**config.mk**
```make
export PLATFORM = sky130hd
export DESIGN_NAME = prog_cntr_seq_ctrl
export DESIGN_NICKNAME = d
export VERILOG_FILES = /design/src/rtl/prog_cntr_seq_ctrl.sv
export SDC_FILE = /design/constraint.sdc
export NUM_CORES = 1
export LEC_CHECK = 0
export BUFFER_PORTS_ARGS = -buffer_cell sky130_fd_sc_hd__buf_4
export CAP_MARGIN = 20
export CORE_MARGIN = 10
export CORE_UTILIZATION = 60
export DETAILED_ROUTE_END_ITERATION = 8
export GPL_ROUTABILITY_DRIVEN = 0
export GPL_TIMING_DRIVEN = 0
export PLACE_DENSITY = 0.79
export SLEW_MARGIN = 15
export SYNTH_ARGS = -nofsm -noshare
export SYNTH_HDL_FRONTEND = slang
export SYNTH_SLANG_ARGS = --single-unit
```
**constraint.sdc**
```tcl
create_clock -name clock -period 5.3 [get_ports clock]
set_clock_uncertainty 0.2 [all_clocks]
set_input_delay 0.53 -clock clock [delete_from_list [all_inputs] [get_ports clock]]
set_output_delay 0.53 -clock clock [all_outputs]
set_load 0.01 [all_outputs]
```
**src/rtl/prog_cntr_seq_ctrl.sv**
```systemverilog
// Fetch-stage PC-mux sequencer with a circular return-address stack.
// Optional feature macro RAS_ERR_TRAP_EN: RAS overflow/underflow selects the TRAP mux input (code 5).
module prog_cntr_seq_ctrl #(
    parameter int                ADDR_W       = 14,
    parameter int                RAS_DEPTH    = 8,
    parameter int                FLUSH_CYCLES = 1,
    parameter logic [ADDR_W-1:0] TRAP_VEC     = 14'h0004
) (
    input  logic              clock,
    input  logic              reset,
    input  logic [ADDR_W-1:0] prog_cntr,
    input  logic              stall,
    input  logic              branch_taken,
    input  logic              call,
    input  logic              ret,
    output logic [2:0]        sel_signals,
    output logic [ADDR_W-1:0] ret_addr,
    output logic              flush,
    output logic              ras_overflow,
    output logic              ras_underflow,
    output logic              illegal_ctrl
);

    localparam int               PTR_W   = $clog2(RAS_DEPTH);
    localparam logic [PTR_W:0]   DEPTH_C = (PTR_W + 1)'(RAS_DEPTH);
    localparam logic [2:0]       FLUSH_C = 3'(FLUSH_CYCLES);

    localparam logic [2:0] SEL_NEXT   = 3'd0;
    localparam logic [2:0] SEL_BRANCH = 3'd1;
    localparam logic [2:0] SEL_RET    = 3'd2;
    localparam logic [2:0] SEL_HOLD   = 3'd3;
    localparam logic [2:0] SEL_RSTVEC = 3'd4;
    localparam logic [2:0] SEL_TRAP   = 3'd5;

    typedef enum logic [1:0] {
        ST_BOOT  = 2'd0,
        ST_RUN   = 2'd1,
        ST_FLUSH = 2'd2
    } state_t;

    state_t            state_r, state_nxt_s;
    logic [2:0]        fcnt_r, fcnt_nxt_s;
    logic [ADDR_W-1:0] ras_r [RAS_DEPTH];
    logic [PTR_W-1:0]  ptr_r;
    logic [PTR_W-1:0]  top_idx_s;
    logic [PTR_W:0]    cnt_r;
    logic              empty_s, full_s;
    logic              push_s, pop_s, illegal_s;

    // The trap vector lives in the external mux; an out-of-range setup leaves this marker block.
    generate
        if ((RAS_DEPTH < 2) || ((RAS_DEPTH & (RAS_DEPTH - 1)) != 0) ||
            (FLUSH_CYCLES < 1) || (FLUSH_CYCLES > 7) || ($bits(TRAP_VEC) != ADDR_W)) begin : g_illegal_config
        end
    endgenerate

    assign empty_s   = (cnt_r == '0);
    assign full_s    = (cnt_r == DEPTH_C);
    assign top_idx_s = ptr_r - {{(PTR_W-1){1'b0}}, 1'b1};
    assign ret_addr  = empty_s ? {ADDR_W{1'b0}} : ras_r[top_idx_s];

    // Next-state, mux select, flush and stack-request decode.
    always_comb begin
        state_nxt_s = state_r;
        fcnt_nxt_s  = fcnt_r;
        sel_signals = SEL_NEXT;
        flush       = 1'b0;
        push_s      = 1'b0;
        pop_s       = 1'b0;
        illegal_s   = 1'b0;
        case (state_r)
            ST_BOOT: begin
                sel_signals = SEL_RSTVEC;
                state_nxt_s = ST_RUN;
            end
            ST_RUN: begin
                if (stall) begin
                    sel_signals = SEL_HOLD;
                end else if (ret) begin
`ifdef RAS_ERR_TRAP_EN
                    sel_signals = empty_s ? SEL_TRAP : SEL_RET;
`else
                    sel_signals = SEL_RET;
`endif
                    pop_s       = 1'b1;
                    illegal_s   = call | branch_taken;
                    fcnt_nxt_s  = FLUSH_C;
                    state_nxt_s = ST_FLUSH;
                end else if (call) begin
`ifdef RAS_ERR_TRAP_EN
                    sel_signals = full_s ? SEL_TRAP : SEL_BRANCH;
`else
                    sel_signals = SEL_BRANCH;
`endif
                    push_s      = 1'b1;
                    illegal_s   = branch_taken;
                    fcnt_nxt_s  = FLUSH_C;
                    state_nxt_s = ST_FLUSH;
                end else if (branch_taken) begin
                    sel_signals = SEL_BRANCH;
                    fcnt_nxt_s  = FLUSH_C;
                    state_nxt_s = ST_FLUSH;
                end else begin
                    sel_signals = SEL_NEXT;
                end
            end
            ST_FLUSH: begin
                flush = 1'b1;
                if (stall) begin
                    sel_signals = SEL_HOLD;
                end else if (fcnt_r <= 3'd1) begin
                    state_nxt_s = ST_RUN;
                end else begin
                    fcnt_nxt_s = fcnt_r - 3'd1;
                end
            end
            default: begin
                sel_signals = SEL_RSTVEC;
                state_nxt_s = ST_BOOT;
            end
        endcase
    end

    // Sequencer state and flush counter.
    always_ff @(posedge clock or posedge reset) begin
        if (reset) begin
            state_r <= ST_BOOT;
            fcnt_r  <= 3'd0;
        end else begin
            state_r <= state_nxt_s;
            fcnt_r  <= fcnt_nxt_s;
        end
    end

    // Return-address stack; a push when full reuses the oldest slot because the pointer wraps onto it.
    always_ff @(posedge clock or posedge reset) begin
        if (reset) begin
            for (int i = 0; i < RAS_DEPTH; i++) begin
                ras_r[i] <= {ADDR_W{1'b0}};
            end
            ptr_r <= {PTR_W{1'b0}};
            cnt_r <= {(PTR_W+1){1'b0}};
        end else if (push_s) begin
            ras_r[ptr_r] <= prog_cntr + {{(ADDR_W-1){1'b0}}, 1'b1};
            ptr_r        <= ptr_r + {{(PTR_W-1){1'b0}}, 1'b1};
            cnt_r        <= full_s ? cnt_r : cnt_r + {{PTR_W{1'b0}}, 1'b1};
        end else if (pop_s && !empty_s) begin
            ptr_r <= top_idx_s;
            cnt_r <= cnt_r - {{PTR_W{1'b0}}, 1'b1};
        end
    end

    // Sticky error flags, cleared only by reset.
    always_ff @(posedge clock or posedge reset) begin
        if (reset) begin
            ras_overflow  <= 1'b0;
            ras_underflow <= 1'b0;
            illegal_ctrl  <= 1'b0;
        end else begin
            ras_overflow  <= ras_overflow  | (push_s & full_s);
            ras_underflow <= ras_underflow | (pop_s & empty_s);
            illegal_ctrl  <= illegal_ctrl  | illegal_s;
        end
    end

endmodule
```
==> flow_metrics.env, run 1 <==
export IMPL_outcome="finished, final reports clean"
export IMPL_gr_total_overflow=0
export IMPL_crit_buf_inv=4
export IMPL_die_w_um=121
export IMPL_final_util=0.740
export IMPL_finalSetupTns_ns=0
export IMPL_worst_skew_pair_late_latency_ns=0.53
export IMPL_drt_first_pass_iters=5
export IMPL_setup_viol=0
export IMPL_finalHoldViolations=0
export IMPL_p_clk_frac=0.270
export IMPL_ir_drop_mv=0.326
export IMPL_max_slew_margin_rel=0.403
export IMPL_period_minus_slack_ns=3.84
export IMPL_cts_htree_levels=4
export IMPL_drv_slew=0
export IMPL_fillers=680
export IMPL_ys_types=52
export IMPL_layout_commonest_cell="dfrtp_1"
export IMPL_core_area_sq_um=9910
export IMPL_vias_per_cell=6.26
export IMPL_ant_nets=0
export IMPL_cts_clk_slew_worst_paths_ns=0.06
export IMPL_power_density_nw_per_um2=654
export IMPL_antenna_found_initial=0
export IMPL_swShare=0.355
export IMPL_seq_power_share=0.335
export IMPL_cts_resized=0
export IMPL_drt_iter0_drc=610
export IMPL_async_reset_ff_frac=1.00
export IMPL_fin_nets=675
export IMPL_hold_path_class="input port to flop"
export IMPL_syn_nets=614
export IMPL_crit_path_end_kind="primary output"
export IMPL_grt_pass1_vias=5081
export IMPL_antenna_cells=0
export IMPL_crit_fanout=10
export IMPL_p_switching_w=0.00170
export IMPL_fin_area_sq_um=7330
export IMPL_synth_area_sq_um=6170
export IMPL_track_usage=0.230
export IMPL_synthToLayoutAreaGrowth_pct=18.9
export IMPL_initial_core_util=0.622
export IMPL_path_cells="buf_4 -> clkinv_1 -> ha_1 -> xnor2_1 -> clkbuf_1 -> nand2_1 -> a21oi_1 -> buf_4"
export IMPL_avgRoutedWirePerCell_um=20.9
export IMPL_synth_cells=582
export IMPL_grt_pass1_wl_um=26500
export IMPL_worst_pin_slew_ns=0.889
export IMPL_finalCritPeriodShare=0.724
export IMPL_cp_data_arrival_time_ns=3.11
export IMPL_cts_buffers=17
export IMPL_cp_common_cell="buf_4"
export IMPL_cp_required_ns=4.57
export IMPL_fmax_ghz=0.261
export IMPL_ctsLongestPathBuffers=2
export IMPL_path_class="flop to primary output"
export IMPL_grt_max_degree=86
export IMPL_critPathMaxStageDelay_ns=0.50
export IMPL_pwr_share_comb=0.396
export IMPL_drc=0
export IMPL_vias=4934
export IMPL_die_area_sq_um=14700
export IMPL_routed_wl_um=16500
export IMPL_placed_cell_area_sq_um=6670
export IMPL_layout_common_cells="dfrtp_1, nand2_1, a21oi_1"
export IMPL_p_int_w=0.00309
export IMPL_ys_flop_type="dfrtp_1"
export IMPL_yosysWarnings=0
export IMPL_rsz0062_at_grt="false"
export IMPL_cap_viol_max_count=0
export IMPL_cts_tree="yes"
export IMPL_post_dp_hpwl_um=10800
export IMPL_path_delay_family="buffers and inverters"
export IMPL_ys_seq_area_frac=0.515
export IMPL_io_pins=41
export IMPL_synth_avg_cell_area_sq_um=10.6
export IMPL_start_kind="flop"
export IMPL_regArea_sq_um=3180
export IMPL_ys_seq_elements=127
export IMPL_crit_slowest_cell="clkbuf_1"
export IMPL_rows=36
export IMPL_die_h_um=121
export IMPL_cts_sinks=127
export IMPL_synth_edf_count=0
export IMPL_root_buffer="clkbuf_8"
export IMPL_drive_gt1_frac=0.229
export IMPL_p_leak_nw=3.34
export IMPL_multi_input_area_sq_um=2740
export IMPL_io_buffers=40
[registers in the layout, summed over array words and instances, names as in the netlist]
| register | flops |
|---|---|
| cnt_r | 4 |
| ras_underflow | 1 |
| illegal_ctrl | 1 |
| ras_r | 112 |
| ptr_r | 3 |
| ras_overflow | 1 |
| fcnt_r | 3 |
| state_r | 2 |
[per-layer routing]
layer | global-route usage | vias to the layer above | wire, um
li1 | - | 2163 | -
met1 | 0.287 | 2461 | 6580
met2 | 0.368 | 269 | 8050
met3 | 0.0624 | 41 | 1390
met4 | 0.101 | 0 | 431
met5 | 0 | - | 0
[metrics by stage]
step / cells / hold WS, ns / setup slack (ns) / total power [W]
after CTS: 788 / 0.0926 / 1.51 / 0.00479
after global placement: 755 / 0.251 / -0.0692 / 0.00336
after detailed placement: 756 / 0.260 / 2.07 / 0.00347
final: 788 / 0.106 / 1.46 / 0.00480
after global routing: 788 / 0.0952 / 1.32 / 0.00506
after floorplan: 582 / 0.245 / 1.19 / 0.00285
[area by class of cell]
cell class / instances / share of cell area
buffer: 34 / 0.0242
timing repair buffer: 42 / 0.0461
sequential: 127 / 0.433
multi-input combinational: 404 / 0.374
inverter: 17 / 0.00973
clock inverter: 11 / 0.0275
tap: 133 / 0.0227
clock buffer: 20 / 0.0621
[cells by family (layout without fill, tap and decap cells)]
| logic type | Yosys count | in the layout | share of synthesized area |
|---|---|---|---|
| simple gates | 184 | 184 | 0.136 |
| compound gates | 146 | 146 | 0.128 |
| flops | 127 | 127 | 0.515 |
| buf+inv | 51 | 124 | 0.0396 |
| mux | 42 | 42 | 0.128 |
| xor+xnor | 19 | 19 | 0.0270 |
| fa+ha+maj | 13 | 13 | 0.0260 |
[Yosys cell counts (2+ instances only)]
library cell  number  share of area
a21oi_1           69          0.056
a31o_2             2         0.0028
buf_2             19          0.015
buf_4              3         0.0037
buf_6              2         0.0037
clkbuf_1          10         0.0061
dfrtp_1          127           0.52
ha_1              12          0.024
inv_1             15         0.0091
mux2_2            10          0.018
mux2i_1            3         0.0049
mux4_2            28           0.10
nand2_1           87          0.053
nand2b_1           2         0.0020
nand3_1            5         0.0041
nand3_2            2         0.0032
nand4_1            2         0.0020
nor2_1            62          0.038
nor3_1             8         0.0065
nor3_4             3         0.0079
nor4_1             3         0.0030
o21ai_0           46          0.037
o21ai_1           13          0.011
o21ba_2            2         0.0032
o31ai_1            2         0.0024
or3_1              2         0.0020
xnor2_1           17          0.024
xor2_1             2         0.0028
[power groups by stage]
stage                     Combinational, W  Clock (W)  Sequential, W
after floorplan                    0.00133          0        0.00153
after global placement             0.00180          0        0.00156
after detailed placement           0.00187          0        0.00160
after CTS                          0.00190    0.00130        0.00160
after global routing               0.00207    0.00134        0.00165
final                              0.00190    0.00129        0.00160
[worst paths after layout]
check	from	to	slack, ns	cells after the start
hold reg to reg	illegal_ctrl$_DFF_PP0_	illegal_ctrl$_DFF_PP0_	0.27	1
setup reg to reg	state_r[1]$_DFFE_PP0P_	ras_r[104]$_DFFE_PP0P_	2.89	8
hold / removal	ret	ras_underflow$_DFF_PP0_	0.11	2
max in group asynchronous	reset	ras_r[19]$_DFFE_PP0P_	3.81	4
min in group asynchronous	reset	cnt_r[1]$_DFFE_PP0P_	0.36	3
setup / recovery	ptr_r[0]$_DFFE_PP0P_	ret_addr[7]	1.46	8
[repair_timing]
item / 4_1_cts / 5_1_grt
hold buffers: 1 / 0
setup endpoints to repair: 0 / 0
setup buffers: 0 / 0
hold endpoints to repair: 42 / 0
Power figures use the tool's default switching activity.
==> run 2: changes to the inputs <==
--- a/config.mk
+++ b/config.mk
@@ -8,11 +8,11 @@
 export BUFFER_PORTS_ARGS = -buffer_cell sky130_fd_sc_hd__buf_4
 export CAP_MARGIN = 20
 export CORE_MARGIN = 10
-export CORE_UTILIZATION = 60
+export CORE_UTILIZATION = 55
 export DETAILED_ROUTE_END_ITERATION = 8
 export GPL_ROUTABILITY_DRIVEN = 0
 export GPL_TIMING_DRIVEN = 0
-export PLACE_DENSITY = 0.79
+export PLACE_DENSITY = 0.76
 export SLEW_MARGIN = 15
 export SYNTH_ARGS = -nofsm -noshare
 export SYNTH_HDL_FRONTEND = slang
==> constraint.sdc (replaced) <==
create_clock -name clock -period 3.3 [get_ports clock]
set_clock_uncertainty 0.2 [all_clocks]
set_input_delay 0.33 -clock clock [delete_from_list [all_inputs] [get_ports clock]]
set_output_delay 0.33 -clock clock [all_outputs]
set_load 0.01 [all_outputs]
==> flow_metrics.env, run 2 (synthesis results as in run 1) <==
export IMPL_swShare=0.377
export IMPL_layout_commonest_cell="dfrtp_1"
export IMPL_cts_buffers=17
export IMPL_drt_first_pass_iters=5
export IMPL_ir_drop_mv=0.630
export IMPL_vias_per_cell=6.13
export IMPL_io_pins=41
export IMPL_finalHoldViolations=0
export IMPL_cts_sinks=127
export IMPL_postCtsSetupBuffers=0
export IMPL_cp_common_cell="buf_4"
export IMPL_path_class="flop to primary output"
export IMPL_start_kind="flop"
export IMPL_p_clk_frac=0.230
export IMPL_largest_register="ras_r"
export IMPL_ant_nets=0
export IMPL_place_worst_setup_slack_ns=0.294
export IMPL_rows=38
export IMPL_vias=4900
export IMPL_p_switching_w=0.00282
export IMPL_worst_skew_pair_late_latency_ns=0.52
export IMPL_largest_reg_flops=112
export IMPL_cts_clk_slew_worst_paths_ns=0.06
export IMPL_root_buffer="clkbuf_8"
export IMPL_path_delay_family="buffers and inverters"
export IMPL_drv_slew=0
export IMPL_max_slew_margin_rel=0.392
export IMPL_critPathMaxStageDelay_ns=0.52
export IMPL_crit_fanout=10
export IMPL_crit_slowest_cell="mux4_2"
export IMPL_power_density_nw_per_um2=1020
export IMPL_p_int_w=0.00466
export IMPL_pwr_share_comb=0.427
export IMPL_cp_data_arrival_time_ns=2.67
export IMPL_io_buffers=40
export IMPL_path_cells="buf_4 -> clkinv_2 -> ha_4 -> buf_8 -> mux4_2 -> nand2_1 -> a21oi_1 -> buf_4"
export IMPL_grt_max_degree=39
export IMPL_hold_path_class="input port to flop"
export IMPL_core_area_sq_um=10900
export IMPL_rsz0062_at_grt="false"
export IMPL_crit_buf_inv=4
export IMPL_grt_pass1_wl_um=26900
export IMPL_setup_slack_ns=0.101
export IMPL_seq_power_share=0.343
export IMPL_cap_viol_max_count=0
export IMPL_cp_required_ns=2.77
export IMPL_antenna_found_initial=0
export IMPL_die_area_sq_um=15800
export IMPL_grt_pass1_vias=5184
export IMPL_avgRoutedWirePerCell_um=20.4
export IMPL_fmax_ghz=0.313
export IMPL_p_leak_nw=3.33
export IMPL_die_w_um=126
export IMPL_crit_path_end_kind="primary output"
export IMPL_post_dp_hpwl_um=11100
export IMPL_gr_total_overflow=0
export IMPL_layout_common_cells="dfrtp_1, nand2_1, a21oi_1"
export IMPL_final_util=0.675
export IMPL_cts_tree="yes"
export IMPL_routed_wl_um=16300
export IMPL_track_usage=0.208
export IMPL_period_minus_slack_ns=3.20
export IMPL_cts_htree_levels=4
export IMPL_die_h_um=126
export IMPL_antenna_cells=0
export IMPL_outcome="finished, final reports clean"
export IMPL_fin_nets=679
export IMPL_initial_core_util=0.566
export IMPL_finalSetupTns_ns=0
export IMPL_setup_viol=0
export IMPL_reg_largest_list="ras_r x112, cnt_r x4"
export IMPL_drt_iter0_drc=555
export IMPL_drc=0
export IMPL_synthToLayoutAreaGrowth_pct=19.2
export IMPL_ctsLongestPathBuffers=2
export IMPL_finalCritPeriodShare=0.969
export IMPL_drive_gt1_frac=0.241
export IMPL_worst_pin_slew_ns=0.906
==> run 2: per-layer routing <==
| metal | vias up | global-route usage | routed length (um) |
|---|---|---|---|
| met5 | - | 0 | 0 |
| met4 | 0 | 0.0663 | 386 |
| met3 | 35 | 0.0633 | 1350 |
| met2 | 241 | 0.341 | 7950 |
| met1 | 2458 | 0.259 | 6650 |
| li1 | 2166 | - | - |
==> run 2: worst min-delay path, cell delays in order <==
cell and delay, ns:
buf_4 0.09, buf_4 0.19, o21ai_1 0.09
==> run 2: path summary, 6_finish.rpt <==
| path | from | endpoint | slack (ns) | depth (start not counted) |
|---|---|---|---|---|
| hold reg to reg | ras_overflow$_DFF_PP0_ | ras_overflow$_DFF_PP0_ | 0.28 | 1 |
| setup reg to reg | state_r[1]$_DFFE_PP0P_ | ras_r[0]$_DFFE_PP0P_ | 0.92 | 8 |
| hold / removal | prog_cntr[0] | ras_r[70]$_DFFE_PP0P_ | 0.01 | 3 |
| max in group asynchronous | reset | ras_r[31]$_DFFE_PP0P_ | 1.77 | 6 |
| min in group asynchronous | reset | ras_r[10]$_DFFE_PP0P_ | 0.24 | 3 |
| setup / recovery | ptr_r[0]$_DFFE_PP0P_ | ret_addr[10] | 0.10 | 8 |
==> run 2: power by group through the flow <==
stage	clock network (W)	registers (W)	logic (W)
2_1_floorplan	0	0.00245	0.00213
3_3_place_gp	0	0.00251	0.00290
3_5_place_dp	0	0.00256	0.00301
4_1_cts	0.00172	0.00255	0.00307
5_1_grt	0.00180	0.00263	0.00349
6_report	0.00172	0.00257	0.00319
==> run 2: through the flow <==
stage | cells | total power (W) | area [sq um] | hold slack, ns
after floorplan | 582 | 0.00458 | 6170 | 0.245
after global placement | 762 | 0.00542 | 6650 | 0.251
after detailed placement | 766 | 0.00557 | 6730 | 0.223
after CTS | 800 | 0.00734 | 7300 | 0.00778
after global routing | 800 | 0.00792 | 7350 | 0.00707
final | 800 | 0.00748 | 7350 | 0.0118
==> run 2: area by class of cell <==
| class | instances | area (sq um) |
|---|---|---|
| clock inverter | 14 | 123 |
| buffer | 34 | 206 |
| tap | 140 | 175 |
| fill | 829 | 3540 |
| timing repair buffer | 46 | 408 |
| sequential | 127 | 3180 |
| inverter | 17 | 71.3 |
| clock buffer | 18 | 418 |
| multi-input combinational | 404 | 2770 |
==> run 2: repair_timing <==
item / in CTS / in global routing
pin swaps: 0 / 0
resized for setup: 6 / 9
hold buffers: 2 / 0
hold endpoints to repair: 25 / 0
endpoints found under the setup margin: 13 / 13
